File: src/rtl/mfda_switch_sequencer.sv
// mfda_switch_sequencer
// Break-before-make sequencer for the valve-open lines of the planar chip's
// flow switches (flow_switch3 and flow_switch4 alike, four port lines each).
// One route command is taken at a time. The target switch's open ports are
// closed, a close interval elapses, the new ports open, and a settle interval
// elapses before completion is pulsed. Ports of other switches never move.
module mfda_switch_sequencer #(
    parameter int NUM_SW     = 22,
    parameter int SW_W       = 5,
    parameter int CLOSE_CYC  = 8,
    parameter int SETTLE_CYC = 16,
    parameter int CNT_W      = 8
) (
    input  logic                  clk,
    input  logic                  rst,
    input  logic                  cmd_valid,
    output logic                  cmd_ready,
    input  logic [SW_W-1:0]       cmd_sw,
    input  logic [3:0]            cmd_mask,
    input  logic                  all_close,
    output logic [NUM_SW*4-1:0]   valve_open,
    output logic                  busy,
    output logic                  done_pulse,
    output logic                  err_pulse
);

    localparam int VW = NUM_SW * 4;

    // Interval counters are loaded with N-1 so that the transition happens on
    // the N-th edge after the load.
    localparam logic [CNT_W-1:0] CLOSE_LOAD  = CNT_W'(CLOSE_CYC - 1);
    localparam logic [CNT_W-1:0] SETTLE_LOAD = CNT_W'(SETTLE_CYC - 1);

    typedef enum logic [1:0] {
        ST_IDLE       = 2'd0,
        ST_CLOSE_WAIT = 2'd1,
        ST_SETTLE     = 2'd2
    } state_t;

    // ------------------------------------------------------------------
    // Helpers for addressing one switch's 4-bit field in the flat vector
    // ------------------------------------------------------------------

    // Current port mask of switch sw (zero for ids beyond the vector).
    function automatic logic [3:0] get_sw_mask(input logic [VW-1:0] vec,
                                               input logic [SW_W-1:0] sw);
        logic [VW-1:0] shifted;
        shifted = vec >> {sw, 2'b00};
        return shifted[3:0];
    endfunction

    // Vector with switch sw's field replaced by m; all other bits kept.
    function automatic logic [VW-1:0] put_sw_mask(input logic [VW-1:0] vec,
                                                  input logic [SW_W-1:0] sw,
                                                  input logic [3:0] m);
        logic [VW-1:0] field;
        logic [VW-1:0] value;
        field = {{(VW-4){1'b0}}, 4'hF} << {sw, 2'b00};
        value = {{(VW-4){1'b0}}, m} << {sw, 2'b00};
        return (vec & ~field) | value;
    endfunction

    // A single open port cannot form a route.
    function automatic logic is_single_port(input logic [3:0] m);
        return (m != 4'b0000) && ((m & (m - 4'b0001)) == 4'b0000);
    endfunction

    // ------------------------------------------------------------------
    // State
    // ------------------------------------------------------------------
    state_t            state_r;
    logic [CNT_W-1:0]  cnt_r;
    logic [SW_W-1:0]   sw_r;
    logic [3:0]        mask_r;
    logic [VW-1:0]     valve_r;
    logic              done_r;
    logic              err_r;

    logic              cmd_ready_s;
    logic              accept_s;
    logic              sw_ok_s;
    logic              reject_s;
    logic              noop_s;
    logic [3:0]        cur_mask_s;

    assign cmd_ready_s = (state_r == ST_IDLE) & ~rst & ~all_close;
    assign cmd_ready   = cmd_ready_s;
    assign valve_open  = valve_r;
    assign busy        = (state_r != ST_IDLE);
    assign done_pulse  = done_r;
    assign err_pulse   = err_r;

    // Classify the offered command against the switch's present mask.
    always_comb begin
        cur_mask_s = get_sw_mask(valve_r, cmd_sw);
        accept_s   = cmd_valid & cmd_ready_s;
        sw_ok_s    = (32'(cmd_sw) < 32'(NUM_SW));
        reject_s   = ~sw_ok_s | is_single_port(cmd_mask);
        if (sw_ok_s) begin
            noop_s = (cmd_mask == cur_mask_s);
        end else begin
            noop_s = 1'b0;
        end
    end

    // Sequencer FSM: reset, emergency close, then close/settle sequencing.
    always_ff @(posedge clk) begin
        if (rst) begin
            state_r <= ST_IDLE;
            cnt_r   <= {CNT_W{1'b0}};
            sw_r    <= {SW_W{1'b0}};
            mask_r  <= 4'b0000;
            valve_r <= {VW{1'b0}};
            done_r  <= 1'b0;
            err_r   <= 1'b0;
        end else if (all_close) begin
            // Emergency close abandons any command silently.
            state_r <= ST_IDLE;
            cnt_r   <= {CNT_W{1'b0}};
            valve_r <= {VW{1'b0}};
            done_r  <= 1'b0;
            err_r   <= 1'b0;
        end else begin
            done_r <= 1'b0;
            err_r  <= 1'b0;
            case (state_r)
                ST_IDLE: begin
                    if (accept_s) begin
                        if (reject_s) begin
                            err_r <= 1'b1;
                        end else if (noop_s) begin
                            done_r <= 1'b1;
                        end else if (cur_mask_s != 4'b0000) begin
                            // Break first: close the switch's open ports.
                            sw_r    <= cmd_sw;
                            mask_r  <= cmd_mask;
                            valve_r <= put_sw_mask(valve_r, cmd_sw, 4'b0000);
                            cnt_r   <= CLOSE_LOAD;
                            state_r <= ST_CLOSE_WAIT;
                        end else begin
                            // Nothing open: make immediately, then settle.
                            sw_r    <= cmd_sw;
                            mask_r  <= cmd_mask;
                            valve_r <= put_sw_mask(valve_r, cmd_sw, cmd_mask);
                            cnt_r   <= SETTLE_LOAD;
                            state_r <= ST_SETTLE;
                        end
                    end
                end
                ST_CLOSE_WAIT: begin
                    if (cnt_r == {CNT_W{1'b0}}) begin
                        if (mask_r != 4'b0000) begin
                            valve_r <= put_sw_mask(valve_r, sw_r, mask_r);
                            cnt_r   <= SETTLE_LOAD;
                            state_r <= ST_SETTLE;
                        end else begin
                            // Close-only command finishes after the close interval.
                            state_r <= ST_IDLE;
                            done_r  <= 1'b1;
                        end
                    end else begin
                        cnt_r <= cnt_r - {{(CNT_W-1){1'b0}}, 1'b1};
                    end
                end
                ST_SETTLE: begin
                    if (cnt_r == {CNT_W{1'b0}}) begin
                        state_r <= ST_IDLE;
                        done_r  <= 1'b1;
                    end else begin
                        cnt_r <= cnt_r - {{(CNT_W-1){1'b0}}, 1'b1};
                    end
                end
                default: begin
                    // Unreachable encoding: fail safe with every valve closed.
                    state_r <= ST_IDLE;
                    cnt_r   <= {CNT_W{1'b0}};
                    valve_r <= {VW{1'b0}};
                end
            endcase
        end
    end

endmodule

File: config.mk
export PLATFORM = sky130hd
export DESIGN_NAME = mfda_switch_sequencer
export DESIGN_NICKNAME = d
export VERILOG_FILES = /design/src/rtl/mfda_switch_sequencer.sv
export SDC_FILE = /design/constraint.sdc
export NUM_CORES = 1
export LEC_CHECK = 0
export ABC_AREA = 0
export CORE_ASPECT_RATIO = 0.9
export CORE_UTILIZATION = 35
export CTS_BUF_LIST = sky130_fd_sc_hd__clkbuf_4 sky130_fd_sc_hd__clkbuf_8
export DETAILED_ROUTE_END_ITERATION = 8
export PLACE_DENSITY = 0.66
export SYNTH_ARGS = -nofsm -noshare
export SYNTH_HDL_FRONTEND = slang
export SYNTH_SLANG_ARGS = --single-unit
File: constraint.sdc
create_clock -name clk -period 3.07 [get_ports clk]
set_input_delay 0.4605 -clock clk [delete_from_list [all_inputs] [get_ports clk]]
set_output_delay 0.4605 -clock clk [all_outputs]
set_load 0.005 [all_outputs]
## Yosys cells after proc, flatten, opt, wreduce, memory -nomap -nowiden

Index checks and enable logic that the tools add are counted.

- Bitwise logic cells: 20
- Eq/ne operators: 11
- Add/sub/neg operators: 2
- Reductions and logical operators: 14
- $lt $le $gt $ge: 1
- Muxes and demuxes: 32
- Divide/modulo/power cells: 0
- Multiply operators: 0
- Shift operators: 6

Operator list:

| cell | count |
|---|---|
| $mux 88 | 6 |
| $or 88x88->88 | 3 |
| $pmux 88 s3 | 1 |
| $and 88x88->88 | 2 |
| $not 88->88 | 2 |
| $shl 4x7->88 | 2 |
| $shl 4x7->88 const A | 2 |
| $shl 1x7->88 const A | 1 |
| $shr 88x7->4 | 1 |
| $mux 8 | 6 |
| $pmux 8 s3 | 1 |
| $reduce_and 5->1 | 3 |
| $mux 2 | 7 |
| $ne 2x2->1 const B | 7 |
| $reduce_bool 4->1 | 3 |
| $logic_not 8->1 | 1 |
| $mux 1 | 8 |
| $not 1->1 | 8 |
| $sub 8x1->8 const B | 1 |
| $pmux 2 s3 | 1 |
| $reduce_and 6->1 | 1 |
| $lt 5x5->1 const B | 1 |
| $and 4x4->4 | 1 |
| $eq 4x4->1 | 1 |
| 14 further kinds | 16 |

- Bits in writable memories: 0
- Logic and storage cells: 93
- Memory bits (read-only): 0
- Bits in latches: 0
- Bits in registers: 109
- Memories kept: 0
- Bits of input ports: 13

## Depth between registers and ports, before layout

- Depth in word-level cells: 9
- Depth in mapped cells: 14
- Gate-level depth less buffers: 9

## Least setup slack after synthesis

No wires, ideal clock.

- Path kind: input port to flip-flop
- Start: input cmd_sw[1]
- End: register valve_r[68], in the netlist valve_open[68]
- Path slack: -248 ps
- Stages: 13
- Data required time: 2953 ps
- Buffers on the path: 5
- Arrival time: 3201 ps
- Cells stage by stage: buf_4 -> buf_2 -> buf_2 -> mux4_2 -> a22o_1 -> a31oi_1 -> a21oi_1 -> nand4b_2 -> o41ai_4 -> a21oi_2 -> buf_4 -> buf_6 -> a32o_1

- Cells in the longest elaborated chain, start to end: 9

Ends and longest elaborated chain:

| item | line | RTL |
|---|---|---|
| from (decl) | 18 | `input logic [SW_W-1:0] cmd_sw,` |
| parallel branches: the longest is 9 deep, another holds $shr 88x7->4 | - |  |
| to (signal assigned) | 120 | `valve_r <= {VW{1'b0}};` |
| to (signal assigned) | 137 | `valve_r <= put_sw_mask(valve_r, cmd_sw, 4'b0000);` |
| to (signal assigned) | 144 | `valve_r <= put_sw_mask(valve_r, cmd_sw, cmd_mask);` |
| to (decl) | 75 | `logic [VW-1:0] valve_r;` |

Parallel ways; which one is timed is not known. The select of a mux whose other input is x is not followed.
A chain may end at the register's enable or synchronous reset.

## Worst setup path in the final report

- Start: input cmd_sw[0]
- End: register valve_r[69], in the netlist valve_open[69]

The elaborated chain is that of the path after synthesis.

==> reports/results.ini <==
[cells_and_area]
nNetsFinal=1061
area_growth_pct=35.91
diodes=0
final_cell_mix=buf_4 (147), dfxtp_1 (109), clkdlybuf4s50_1 (99)
final_layout_size_suffix_gt1_share_pct=20.46
layout.cells.non_filler=1306
fillCellCount=1897
final_common_cell=buf_4

[synthesis]
synth_area_per_cell_um2=8.330
syn_inst=865
synthesis.area_um2=7206
ys_seq_area_share_pct=30.28
yosysWarnings=0
ys.flop_type=dfxtp_1
synth_nets=880
yosysTopAreaCell=dfxtp_1
synth_edf_count=0
synth_top_area_share_pct=30.28
synth.area.top_cells=dfxtp_1 (30%), mux2i_1 (12%), a32o_1 (9.9%)
ys_types=62
synth_seq_cells=109
async_reset_ff_share_pct=0

[pwr]
peakVddDrop_mv=0.2355
leakagePower_nw=3.418
powerDensity_nw_per_um2=293.8

[route]
num_vias=8345
routed_wl_um=30530
wire_per_inst_um=23.38
drc=0
detail_route.vias_per_cell=6.390
drtIter0Drc=1126
dr.pass1.iters=9
ant_nets=0

[placed_design]
port_buffers=104
dp_hpwl_um=22030
dpl_worst_slack_ns=-0.9348
dp_cells=1290
gp_congestion=0.9930

[floorplan]
io_pins=105
die_y_um=138.1
core-area_um2=20050
rows=49
start_util_pct=35.94
die_x_um=153.2
die-area_um2=21170

[grt]
antenna_found_initial=1
first_global_vias=7703
track_usage_pct=28.30
grt_overflow=0
grt_first_pass_wirelength_um=46120
grt_max_degree=47

[timing]
finalMaxSlewViolations=0
fin_skew_ns=0.01494
setup_viol=0
timing.final.crit_share_pct=98.79
report.final.hold_viol_count=0
whs_ns=0.5034
max_freq_mhz=329.7
slew_headroom_pct=48.48
fin_ws_ns=0.03711
worst_slew_pin_slew_ns=0.7700
fin_crit_ns=3.033

[hold_path]
hold_depth=2
hp-class=register to register

[clock_network]
htree_num_levels=3
hold_buffers=0
clock_sinks=109
numCtsBuffers=9
cts_tree=done
clock_latency_ns=0.42
root_buffer=clkbuf_8
cts_buffer_depth=2
clkTransAtPathRegs_ns=0.12

[critical_path]
critPathLaunchType=input port
cp_max_fo=36
path_cells=buf_2, buf_8, mux4_2, nor2_1, a31oi_1, a311o_1, xor2_1, buf_4, o41ai_4, buf_4, a21oi_4, buf_12, a32o_1
required_ns=3.39
max_stage_delay_ns=0.53
crit_top_cell=buf_4
cp_slowest_cell=mux4_2
crit_arrival_ns=3.35
end_kind=register
rr_worst_depth=9
critical_path_class=input port to register

[run]
cap_violations=0

[outcome]
outcome=completed

[layer usage]
layer / wire (um) / part of all wire (%) / global-route usage, %
met1: 13290 / 44 / 39.83
met2: 12920 / 42 / 41.48
met3: 3204 / 10 / 6.426
met4: 1110 / 3.6 / 11.43
met5: 0 / 0 / 0
[path summary, 6_finish.rpt]
| check | startpoint | endpoint | slack (ns) |
|---|---|---|---|
| max | cmd_sw[0] | valve_open[69] | 0.04 |
| max reg2reg | valve_open[77] | cnt_r[5] | 0.05 |
| min | cnt_r[6] | cnt_r[6] | 0.50 |
| min reg2reg | cnt_r[6] | cnt_r[6] | 0.50 |
[flip-flops by register name (all words and copies together), names as in the netlist]
name,count
valve_open,88
cnt_r,8
mask_r,4
done_pulse,1
err_pulse,1
state_r,2
sw_r,5
[per-stage QoR]
| stage | power [mW] | cell area (um^2) | util (%) | TNS [ns] |
|---|---|---|---|---|
| final | 2.877 | 9793 | 48.85 | 0 |
| after global routing | 2.970 | 9793 | 48.85 | -0.02380 |
| after CTS | 2.877 | 9721 | 48.49 | 0 |
| after detailed placement | 1.958 | 9495 | 47.36 | -87.93 |
| after global placement | 1.954 | 9495 | 47.36 | -89.19 |
| after floorplan | 1.713 | 7244 | - | -1.018 |
[cell usage after synthesis (all sizes together) (13+ instances only)]
library cell,number
dfxtp,109
mux2i,86
nand2,80
o22ai,77
a32o,71
clkbuf,71
nor2,52
o21ai,41
a21oi,31
nor3,25
nand3,24
buf,22
nand4,15
a222oi,13
[power by group]
group,switching [mW],internal (mW)
clock network,0.583,0.341
registers,0.00873,1.42
logic,0.309,0.215
total,0.901,1.98
[timing repair]
action                                 in CTS  in global routing
setup endpoints to repair                 108                 77
gates cloned                                0                  0
pin swaps                                   0                  2
buffers inserted                            0                  0
gates resized for setup                    12                 14
endpoints found under the hold margin       0                  0
[logic make-up after synthesis]
kind of cell,Yosys count,share of synthesized area [%]
compound gates,293,30.25
xor+xnor,3,0.3647
fa+ha+maj,2,0.3472
buf+inv,104,6.095
flops,109,30.28
mux,100,15.54
simple gates,254,17.12
[final cells by class]
cell class,instances,area (um^2),share of cell area [%]
Tap cell,255,319.1,3.258
Multi-Input combinational cell,652,4695,47.94
Inverter,11,41.29,0.4216
Sequential cell,109,2182,22.28
Timing Repair Buffer,263,2356,24.06
Clock inverter,6,62.56,0.6388
Clock buffer,10,137.6,1.405
[worst max-delay path: cells and delay by family]
kind	cells	cell delay, ns
AOI/OAI and AO/OA	5	1.12
buffers and inverters	5	0.93
xor gates and xnor gates	1	0.18
and+or+nand+nor	1	0.10
muxes	1	0.53
(Power assumes the default switching activity.)
